[config.mk]
export PLATFORM = sky130hd
export DESIGN_NAME = io_port_bank
export DESIGN_NICKNAME = d
export VERILOG_FILES = /design/src/rtl/io_port_bank.sv
export SDC_FILE = /design/constraint.sdc
export NUM_CORES = 1
export LEC_CHECK = 0
export CAP_MARGIN = 40
export CELL_PAD_IN_SITES_DETAIL_PLACEMENT = 2
export CELL_PAD_IN_SITES_GLOBAL_PLACEMENT = 2
export CORE_UTILIZATION = 35
export DETAILED_ROUTE_END_ITERATION = 7
export PLACE_DENSITY_LB_ADDON = 0.1
export SLEW_MARGIN = 20
export SYNTH_ARGS = -nofsm -noshare
export SYNTH_HDL_FRONTEND = slang
export SYNTH_SLANG_ARGS = --single-unit
[constraint.sdc]
create_clock -name clk -period 2.02 [get_ports clk]
set_input_delay 0.202 -clock clk [delete_from_list [all_inputs] [get_ports clk]]
set_output_delay 0.202 -clock clk [all_outputs]
set_load 0.02 [all_outputs]
[src/rtl/io_port_bank.sv]
// ==== io_port_bank : memory-mapped I/O port bank with synchronised inputs, sticky change flags and irq (rev 1.0) ====
`default_nettype none

module io_port_bank #(
  parameter int                    DATA_WIDTH  = 8,
  parameter int                    ADDR_WIDTH  = 8,
  parameter int                    NUM_PORTS   = 16,
  parameter logic [ADDR_WIDTH-1:0] OUT_BASE    = 8'hC0,
  parameter logic [ADDR_WIDTH-1:0] IN_BASE     = 8'hD0,
  parameter logic [ADDR_WIDTH-1:0] CHG_BASE    = 8'hE0,
  parameter logic [ADDR_WIDTH-1:0] IEN_BASE    = 8'hE8,
  parameter int                    SYNC_STAGES = 2
) (
  input  logic                            clk,
  input  logic                            reset,
  input  logic [ADDR_WIDTH-1:0]           address,
  input  logic [DATA_WIDTH-1:0]           data_in,
  input  logic                            write,
  output logic [DATA_WIDTH-1:0]           data_out,
  output logic                            hit,
  input  logic [NUM_PORTS*DATA_WIDTH-1:0] port_in,
  output logic [NUM_PORTS*DATA_WIDTH-1:0] port_out,
  output logic                            irq
);

  localparam int NW = (NUM_PORTS + DATA_WIDTH - 1) / DATA_WIDTH;
  localparam int FW = NW * DATA_WIDTH;
  localparam int PW = NUM_PORTS * DATA_WIDTH;
  localparam logic [ADDR_WIDTH:0] C_NP = (ADDR_WIDTH+1)'(NUM_PORTS);
  localparam logic [ADDR_WIDTH:0] C_NW = (ADDR_WIDTH+1)'(NW);

  logic [PW-1:0]         port_out_q, port_out_d;
  logic [PW-1:0]         sync_q [SYNC_STAGES];
  logic [PW-1:0]         prev_q;
  logic [NUM_PORTS-1:0]  chg_q, chg_d, ien_q, ien_d, evt;
  logic [DATA_WIDTH-1:0] data_out_q, data_out_d;
  logic                  hit_q, hit_d, irq_q;

  logic [ADDR_WIDTH-1:0] out_off, in_off, chg_off, ien_off;
  logic                  out_hit, in_hit, chg_hit, ien_hit;
  logic [PW-1:0]         sync_last;
  logic [FW-1:0]         chg_cur, ien_cur, ien_nxt, clr;

  assign out_off = address - OUT_BASE;
  assign in_off  = address - IN_BASE;
  assign chg_off = address - CHG_BASE;
  assign ien_off = address - IEN_BASE;

  // Windows are legal only if they fit in the address space, so no wrap check is needed.
  assign out_hit = (address >= OUT_BASE) && ({1'b0, out_off} < C_NP);
  assign in_hit  = (address >= IN_BASE)  && ({1'b0, in_off}  < C_NP);
  assign chg_hit = (address >= CHG_BASE) && ({1'b0, chg_off} < C_NW);
  assign ien_hit = (address >= IEN_BASE) && ({1'b0, ien_off} < C_NW);

  assign sync_last = sync_q[SYNC_STAGES-1];

  always_comb begin
    port_out_d = port_out_q;
    data_out_d = '0;
    evt        = '0;
    clr        = '0;
    chg_cur    = '0;
    ien_cur    = '0;
    chg_cur[NUM_PORTS-1:0] = chg_q;
    ien_cur[NUM_PORTS-1:0] = ien_q;
    ien_nxt    = ien_cur;
    hit_d      = out_hit | in_hit | chg_hit | ien_hit;

    for (int i = 0; i < NUM_PORTS; i++) begin
      if (out_hit && (out_off == ADDR_WIDTH'(i))) begin
        data_out_d = port_out_q[i*DATA_WIDTH +: DATA_WIDTH];
        if (write) port_out_d[i*DATA_WIDTH +: DATA_WIDTH] = data_in;
      end
      if (in_hit && (in_off == ADDR_WIDTH'(i)))
        data_out_d = sync_last[i*DATA_WIDTH +: DATA_WIDTH];
      evt[i] = (sync_last[i*DATA_WIDTH +: DATA_WIDTH] != prev_q[i*DATA_WIDTH +: DATA_WIDTH]);
    end

    for (int k = 0; k < NW; k++) begin
      if (chg_hit && (chg_off == ADDR_WIDTH'(k))) begin
        data_out_d = chg_cur[k*DATA_WIDTH +: DATA_WIDTH];
        if (write) clr[k*DATA_WIDTH +: DATA_WIDTH] = data_in;
      end
      if (ien_hit && (ien_off == ADDR_WIDTH'(k))) begin
        data_out_d = ien_cur[k*DATA_WIDTH +: DATA_WIDTH];
        if (write) ien_nxt[k*DATA_WIDTH +: DATA_WIDTH] = data_in;
      end
    end

    // A change event on the same edge as a W1C keeps the flag set.
    chg_d = (chg_q & ~clr[NUM_PORTS-1:0]) | evt;
    ien_d = ien_nxt[NUM_PORTS-1:0];
  end

  always_ff @(posedge clk or negedge reset) begin
    if (!reset) begin
      port_out_q <= '0;
      for (int s = 0; s < SYNC_STAGES; s++) sync_q[s] <= '0;
      prev_q     <= '0;
      chg_q      <= '0;
      ien_q      <= '0;
      data_out_q <= '0;
      hit_q      <= 1'b0;
      irq_q      <= 1'b0;
    end else begin
      port_out_q <= port_out_d;
      sync_q[0]  <= port_in;
      for (int s = 1; s < SYNC_STAGES; s++) sync_q[s] <= sync_q[s-1];
      prev_q     <= sync_last;
      chg_q      <= chg_d;
      ien_q      <= ien_d;
      data_out_q <= data_out_d;
      hit_q      <= hit_d;
      irq_q      <= |(chg_q & ien_q);
    end
  end

  assign port_out = port_out_q;
  assign data_out = data_out_q;
  assign hit      = hit_q;
  assign irq      = irq_q;

endmodule

`default_nettype wire

## Yosys cells after proc, flatten, opt, wreduce, memory -nomap -nowiden

Cells that the tools add are included.

- Bits in registers: 554
- Output and inout port bits: 138
- Word-level logic and storage cells: 194
- Input port bits: 147

- Muxes and demuxes: 39
- Eq/ne operators: 48
- Reductions and logical operators: 63
- Bitwise logic cells: 7
- Add/subtract/negate cells: 4
- Magnitude comparators: 8

Operators by type and width:

| operator | number |
|---|---|
| $mux 8 | 39 |
| $eq 8x4->1 const B | 16 |
| $ne 8x8->1 | 16 |
| $eq 8x3->1 const B | 8 |
| $logic_and 1x1->1 | 40 |
| $reduce_and 2->1 | 18 |
| $and 16x16->16 | 2 |
| $eq 8x1->1 const B | 4 |
| $eq 8x2->1 const B | 4 |
| $ge 8x8->1 const B | 4 |
| $logic_not 8->1 | 4 |
| $sub 8x8->8 const B | 4 |
| $lt 8x2->1 const B | 2 |
| $lt 8x5->1 const B | 2 |
| $not 16->16 | 1 |
| $or 16x16->16 | 1 |
| $reduce_or 16->1 | 1 |
| $or 1x1->1 | 3 |

## Depth between registers and ports, before layout

Gate-level depths: netlist of run 1.

- Word-level depth: 40
- Mapped depth: 12
- Mapped depth without buffers: 9

## Least setup slack after synthesis of run 1

No wires, ideal clock.

- Path type: input -> register
- Start: input address[3]
- End: register data_out_q[4], in the netlist data_out[4]
- Data arrival time: 2.372 ns
- Path buffers: 3
- Slack: -0.439 ns
- Setup time: 0.087 ns
- Stages on the path: 12
- Cells stage by stage: buf_4 -> buf_4 -> buf_2 -> inv_1 -> ha_1 -> nor2b_1 -> nand4_1 -> a21oi_1 -> or4b_1 -> nor3_1 -> nand4b_1 -> a22oi_1

- Word-level cells in the longest chain between the ends: 40

Ends and longest elaborated chain:

| item | RTL line | source |
|---|---|---|
| start, declared | 16 | `input logic [ADDR_WIDTH-1:0] address,` |
| $sub 8x8->8 | 44 | `assign out_off = address - OUT_BASE;` |
| $lt 8x5->1 | 50 | `assign out_hit = (address >= OUT_BASE) && ({1'b0, out_off} < C_NP);` |
| $logic_and 1x1->1 | 50 |  |
| $logic_and 1x1->1 | 70 | `if (out_hit && (out_off == ADDR_WIDTH'(i))) begin` |
| $mux 8 | 70 |  |
| $mux 8 | 74 | `if (in_hit && (in_off == ADDR_WIDTH'(i)))` |
| $mux 8 | 70 |  |
| $mux 8 | 74 |  |
| [... 25 more ...] | - |  |
| $mux 8 | 74 |  |
| $mux 8 | 70 |  |
| $mux 8 | 74 |  |
| $mux 8 | 80 | `if (chg_hit && (chg_off == ADDR_WIDTH'(k))) begin` |
| $mux 8 | 84 | `if (ien_hit && (ien_off == ADDR_WIDTH'(k))) begin` |
| $mux 8 | 80 |  |
| $mux 8 (*) | 84 |  |
| named net data_out_d[4] | 36 | `logic [DATA_WIDTH-1:0] data_out_q, data_out_d;` |
| end signal, assigned | 112 | `data_out_q <= data_out_d;` |
| end, declared | 36 |  |

The timed path passes the listed nets; every way through them passes the cells marked *.
A chain may end at the register's enable or synchronous reset.

## Worst setup path after layout of run 1

- Start: register port_out_q[58], in the netlist port_out[58]
- End: register data_out_q[2], in the netlist data_out[2]

- Word-level cells in the longest chain between the ends: 22

Ends and longest elaborated chain:

| item | RTL line | source |
|---|---|---|
| start, declared | 32 | `logic [PW-1:0] port_out_q, port_out_d;` |
| start signal, assigned | 106 | `port_out_q <= port_out_d;` |
| $mux 8 | 70 |  |
| $mux 8 | 74 |  |
| $mux 8 | 70 |  |
| $mux 8 | 74 |  |
| $mux 8 | 70 |  |
| $mux 8 | 74 |  |
| $mux 8 | 70 |  |
| $mux 8 | 74 |  |
| [... 7 more ...] | - |  |
| $mux 8 | 74 |  |
| $mux 8 | 70 |  |
| $mux 8 | 74 |  |
| $mux 8 | 80 |  |
| $mux 8 | 84 |  |
| $mux 8 | 80 |  |
| $mux 8 | 84 |  |
| named net data_out_d[2] | 36 |  |

The timed path passes the listed nets, and every way through them passes these cells.

==> reports/qor.csv, run 1 <==
metric,value,unit
via count of the first global-routing pass,19200,
overflow left after global routing,0,
Port Buffer Count,284,
total number of vias,17100,
count of final hold-check violations,0,
initial core utilization,0.357,
pin count of the biggest net entering global routing,69,
kind of critical path,reg -> reg,
cell at the root of the clock tree,sky130_fd_sc_hd__clkbuf_16,
first-pass detailed-route iteration total,5,
Peak supply drop,752,uV
Yosys top cell area share,0.654,
kind of end point of the critical path,flop,
overall die height,248,um
drt first-iter violations,1163,
count of fill cells added during filler insertion,5492,
startpoint types,flop,
maximum count of clock buffers along a single path,3,
violated checks,negative setup slack,
total of endpoints with negative setup slack in the final report,2,
GP Congestion,0.902,
number of synthesized register bits,554,
final design utilization,0.526,
setup repair after global routing missed its margin,true,
most frequent standard cell in the layout excluding fill and tap cells,sky130_fd_sc_hd__dfrtp_1,
clk sink count,554,
post-synth net total,1719,
fraction of final layout cells with drive strength greater than 1,0.316,
net total in the final layout,2429,
Boundary Pins,285,
worst path required time,2530,ps
final wirelength,98400,um
multi-input logic area,0.00750,mm^2
number of instances in the synthesized netlist,1569,
highest-count cells in the layout ignoring fill and taps,"552 x sky130_fd_sc_hd__dfrtp_1, 341 x sky130_fd_sc_hd__buf_4, 265 x sky130_fd_sc_hd__clkdlybuf4s50_1, 139 x sky130_fd_sc_hd__mux2_2, 96 x sky130_fd_sc_hd__xor2_1",
Routed wire per std cell,31.8,um
Fmax,469,MHz
clock-pin transition on the worst setup and hold timing paths,60,ps
clock skew after layout,35.6,ps
clock period minus worst slack,2130,ps
DRT antenna net count,0,
cell type with the largest total area after synthesis,sky130_fd_sc_hd__dfrtp_1,
Synth area leaders,"sky130_fd_sc_hd__dfrtp_1 65%, sky130_fd_sc_hd__mux2_2 7.4%, sky130_fd_sc_hd__xor2_1 4.0%",
Worst Tran Pin Value,807,ps
Post-synth EDFFs,0,
Power per Cell Area,827,mW/mm^2
worst hold path type,in -> reg,
Die X,248,um
clock buffers created by TritonCTS,58,
summed instance area of the synthesized netlist,0.0212,mm^2
most used flip-flop cell after synthesis,sky130_fd_sc_hd__dfrtp_1,
number of max-slew violations in the final report,0,
area grow syn2layout,47.5,%
part of the Yosys area used for sequential elements,0.654,
Skew-Pair Late Insertion Delay,640,ps
"Max FO, Critical Path",2,
number of antenna violations at the first check in global routing,4,
via-per-instance ratio,5.53,
register cell area after layout,0.0139,mm^2
Final period util,1.06,
share of synthesized registers carrying an async set or reset,1.00,
headroom to the max-slew limit,0.462,
setup slack of the most critical reg-to-reg path,-110,ps
status,"finished, violations left",
final worst setup slack,-114,ps
data arrival at the endpoint of the critical path,2640,ps
post-detailed-route DRC marker count,0,
dpl hpwl,69800,um
worst slack after detailed placement,-1320,ps
Static Leak,13.8,nW
die area,0.0616,mm^2
clock tree from TritonCTS,built,
wire length of the first global-routing pass,140000,um
H-tree depth,2,
area of the core,0.0595,mm^2
Netlist cell types,83,
synth warn,0,
number of placement rows,89,
Total Routing Usage GR,0.322,
total of max-cap violations,0,
Syn Area/Cell,13.5,um^2
[final cells by class]
cell class / count / area share
Sequential cell: 554 / 0.443
Multi-Input combinational cell: 920 / 0.240
Timing Repair Buffer: 737 / 0.222
Clock buffer: 87 / 0.0548
Tap cell: 773 / 0.0309
Clock inverter: 15 / 0.00760
Inverter: 8 / 0.00112
Antenna cell: 1 / 0.0000800
[per-stage QoR]
stage / setup TNS [ps] / instances / area (um^2) / total power, W / hold WS [ps]
global route: -168 / 3095 / 31300 / 0.0266 / 1.13
finish: -127 / 3095 / 31300 / 0.0259 / 11.5
global placement: -90540 / 2896 / 27800 / 0.0146 / 254
CTS: -142 / 3073 / 30900 / 0.0259 / 0.0768
floorplan: -404 / 1569 / 21400 / 0.0129 / -93.6
detailed placement: -98990 / 2896 / 27800 / 0.0147 / 265
[sequential cells by signal, summed over array words and instances, names as in the netlist]
signal / count
chg_cur: 16
data_out: 8
hit: 1
ien_cur: 16
irq: 1
port_out: 128
prev_q: 128
sync_last: 128
sync_q: 128
[metal layers]
metal | part of all wire | GRT usage | wire length [um] | vias to the layer above
met1 | 0.44 | 0.436 | 42900 | 9181
met3 | 0.054 | 0.0531 | 5330 | 145
met5 | 0 | 0 | 0 | -
met4 | 0.026 | 0.0929 | 2540 | 0
li1 | - | - | - | 7220
met2 | 0.48 | 0.531 | 47600 | 562
[critical path, stage by stage, from the launching register on]
cell and delay (ps):
sky130_fd_sc_hd__dfrtp_1 380, sky130_fd_sc_hd__a222oi_1 520, sky130_fd_sc_hd__buf_4 210, sky130_fd_sc_hd__o22ai_2 70
sky130_fd_sc_hd__or3_4 400, sky130_fd_sc_hd__a2111oi_4 360, sky130_fd_sc_hd__a2111oi_2 70
[cells in the mapped netlist, drive strengths merged (25+ instances only)]
| cell | number |
|---|---|
| xor2 | 96 |
| dfrtp | 554 |
| buf | 44 |
| a21oi | 60 |
| o22ai | 44 |
| mux2 | 144 |
| nor4 | 37 |
| nand2 | 81 |
| nand4 | 25 |
| clkbuf | 44 |
| a221oi | 27 |
| nand3 | 46 |
| nor3 | 28 |
| nor2 | 42 |
| o21ai | 42 |
| xnor2 | 32 |
[power breakdown]
| part | total (W) | internal (W) | leakage (nW) | switching [W] |
|---|---|---|---|---|
| Clock | 0.0111 | 0.00647 | 0.948 | 0.00462 |
| Combinational | 0.00259 | 0.00125 | 6.15 | 0.00134 |
| Sequential | 0.0122 | 0.0116 | 6.74 | 0.000557 |
[cell families (layout without fill, tap and decap cells)]
group           Yosys count  count (layout)  share of synthesized area
simple gates            329             330                     0.0890
xor+xnor                128             128                     0.0529
other cells               0               1                          0
mux                     144             144                     0.0765
fa+ha+maj                 3               3                    0.00177
flops                   554             554                      0.654
compound gates          315             315                      0.105
buf+inv                  96             847                     0.0209
[path summary, 6_finish.rpt]
check                                    startpoint                      end  cells past startpoint
setup / recovery           port_out[58]$_DFFE_PN0P_    data_out[2]$_DFF_PN0_                      6
hold / removal                          port_in[57]    sync_q[185]$_DFF_PN0_                      1
setup reg to reg           port_out[58]$_DFFE_PN0P_    data_out[2]$_DFF_PN0_                      6
hold reg to reg               sync_q[183]$_DFF_PN0_  sync_last[55]$_DFF_PN0_                      0
max in group asynchronous                     reset    sync_q[201]$_DFF_PN0_                      3
min in group asynchronous                     reset  sync_last[13]$_DFF_PN0_                      2
[timing repair]
| action | in CTS | in global routing |
|---|---|---|
| setup endpoints to repair | 69 | 23 |
| buffers inserted | 10 | 17 |
| hold buffers | 63 | 0 |
| gates resized for setup | 88 | 63 |
| pin swaps | 19 | 32 |
| gates cloned | 2 | 4 |
| hold endpoints to repair | 104 | 0 |
Power figures use the tool's default switching activity.
==> run 2: changes to the inputs <==
CORE_UTILIZATION = 38   (was 35)
==> reports/qor.csv, run 2 (synthesized netlist as in run 1, its figures left out) <==
metric,value,unit
Peak supply drop,954,uV
standard cell with the maximum stage delay on the critical path,sky130_fd_sc_hd__a222oi_1,
wire length of the first global-routing pass,153000,um
Fmax,462,MHz
buffering stage count on the worst path with inverters included,0,
delay of the slowest cell on the worst path,590,ps
kind of end point of the critical path,flop,
fraction of final layout cells with drive strength greater than 1,0.310,
via-per-instance ratio,5.83,
kind of critical path,reg -> reg,
data arrival at the endpoint of the critical path,2670,ps
first-pass detailed-route iteration total,8,
worst path required time,2520,ps
final design utilization,0.556,
number of standard cells in the final layout excluding fillers,3039,
area of the core,0.0551,mm^2
headroom to the max-slew limit,0.512,
die area,0.0568,mm^2
Worst Tran Pin Value,726,ps
clock buffers created by TritonCTS,56,
via count of the first global-routing pass,20300,
clk sink count,554,
GP Congestion,0.935,
post-detailed-route DRC marker count,4,
status,"finished, violations left",
cell area after placement,0.0278,mm^2
clock-pin transition on the worst setup and hold timing paths,70,ps
total of endpoints with negative setup slack in the final report,4,
violated checks,"design-rule violations, negative setup slack",
kind of cell adding the most delay to the critical path,compound AO/OA/AOI/OAI gates,
clock period minus worst slack,2170,ps
clock skew after layout,26.6,ps
count of final hold-check violations,0,
cell at the root of the clock tree,sky130_fd_sc_hd__clkbuf_16,
number of placement rows,86,
DRT antenna net count,0,
maximum count of clock buffers along a single path,3,
number of antenna violations at the first check in global routing,4,
Routed wire per std cell,35.3,um
area grow syn2layout,44.4,%
setup slack of the most critical reg-to-reg path,-150,ps
overflow left after global routing,0,
final wirelength,107000,um
pin count of the biggest net entering global routing,69,
"Non-Filler Cell Area, Final",0.0306,mm^2
ANT cells,0,
Die X,238,um
Power per Cell Area,845,mW/mm^2
highest-count cells in the layout ignoring fill and taps,"552 x sky130_fd_sc_hd__dfrtp_1, 337 x sky130_fd_sc_hd__buf_4, 268 x sky130_fd_sc_hd__clkdlybuf4s50_1, 139 x sky130_fd_sc_hd__mux2_2, 96 x sky130_fd_sc_hd__xor2_1",
startpoint types,flop,
Static Leak,13.5,nW
Port Buffer Count,284,
Boundary Pins,285,
Final period util,1.07,
Skew-Pair Late Insertion Delay,640,ps
total number of vias,17700,
drt first-iter violations,1455,
worst path cell trace,a222oi_1 > o22ai_1 > or3_4 > a2111oi_4 > a2111oi_2,
number of max-slew violations in the final report,0,
DP Cell Count,2880,
net total in the final layout,2395,
total of max-cap violations,0,
"Max FO, Critical Path",2,
worst hold path type,in -> reg,
final worst setup slack,-146,ps
dpl hpwl,69800,um
most frequent standard cell in the layout excluding fill and tap cells,sky130_fd_sc_hd__dfrtp_1,
Total Routing Usage GR,0.379,
H-tree depth,2,
overall die height,238,um
initial core utilization,0.385,
clock tree from TritonCTS,built,
setup repair after global routing missed its margin,true,
worst slack after detailed placement,-1580,ps
## run 2: cell count changes in the layout (fill, tap and decap cells not counted), sizes merged, moves of 4 or more
cell,delta
dlymetal6s2s,-4
dlygate4sd3,-16
clkbuf,-6
buf,-12
## run 2: final timing paths
check,from,to,depth (start not counted)
setup reg to reg,port_out[50]$_DFFE_PN0P_,data_out[2]$_DFF_PN0_,5
min in group asynchronous,reset,port_out[9]$_DFFE_PN0P_,2
setup / recovery,port_out[50]$_DFFE_PN0P_,data_out[2]$_DFF_PN0_,5
hold / removal,port_in[99],sync_q[227]$_DFF_PN0_,1
max in group asynchronous,reset,sync_q[200]$_DFF_PN0_,3
hold reg to reg,sync_q[250]$_DFF_PN0_,sync_last[122]$_DFF_PN0_,0
## run 2: per-layer routing
metal	part of all wire	wire length, um	global-route usage
met5	0	0	0
met4	0.048	5140	0.166
met3	0.068	7280	0.0794
met2	0.49	52100	0.632
met1	0.40	42700	0.476
## run 2: per-stage QoR
| step | hold WS (ps) | TNS, ps | total power [W] |
|---|---|---|---|
| final | 16.2 | -313 | 0.0259 |
| after global routing | 16.0 | -508 | 0.0265 |
| after CTS | 0.0832 | -146 | 0.0258 |
| after detailed placement | 186 | -110380 | 0.0147 |
| after global placement | 180 | -102920 | 0.0145 |
| after floorplan | -93.6 | -404 | 0.0129 |
## run 2: final cells by class
class	instances	area [um^2]
Fill cell	5030	24500
Sequential cell	554	13900
Tap cell	748	936
Inverter	8	35.0
Clock inverter	20	241
Timing Repair Buffer	706	6510
Clock buffer	84	1660
Multi-Input combinational cell	919	7380
## run 2: power by group
group          internal [W]  total [W]  switching, W
Combinational       0.00117    0.00255       0.00138
Clock               0.00621     0.0111       0.00491
Sequential           0.0116     0.0122      0.000604
Total                0.0190     0.0259       0.00689
## run 2: repair_timing
action / in CTS / in global routing
endpoints found under the setup margin: 101 / 10
hold buffers: 46 / 1
pin swaps: 16 / 16
buffers inserted: 4 / 4
gates resized for setup: 67 / 45
endpoints found under the hold margin: 314 / 1
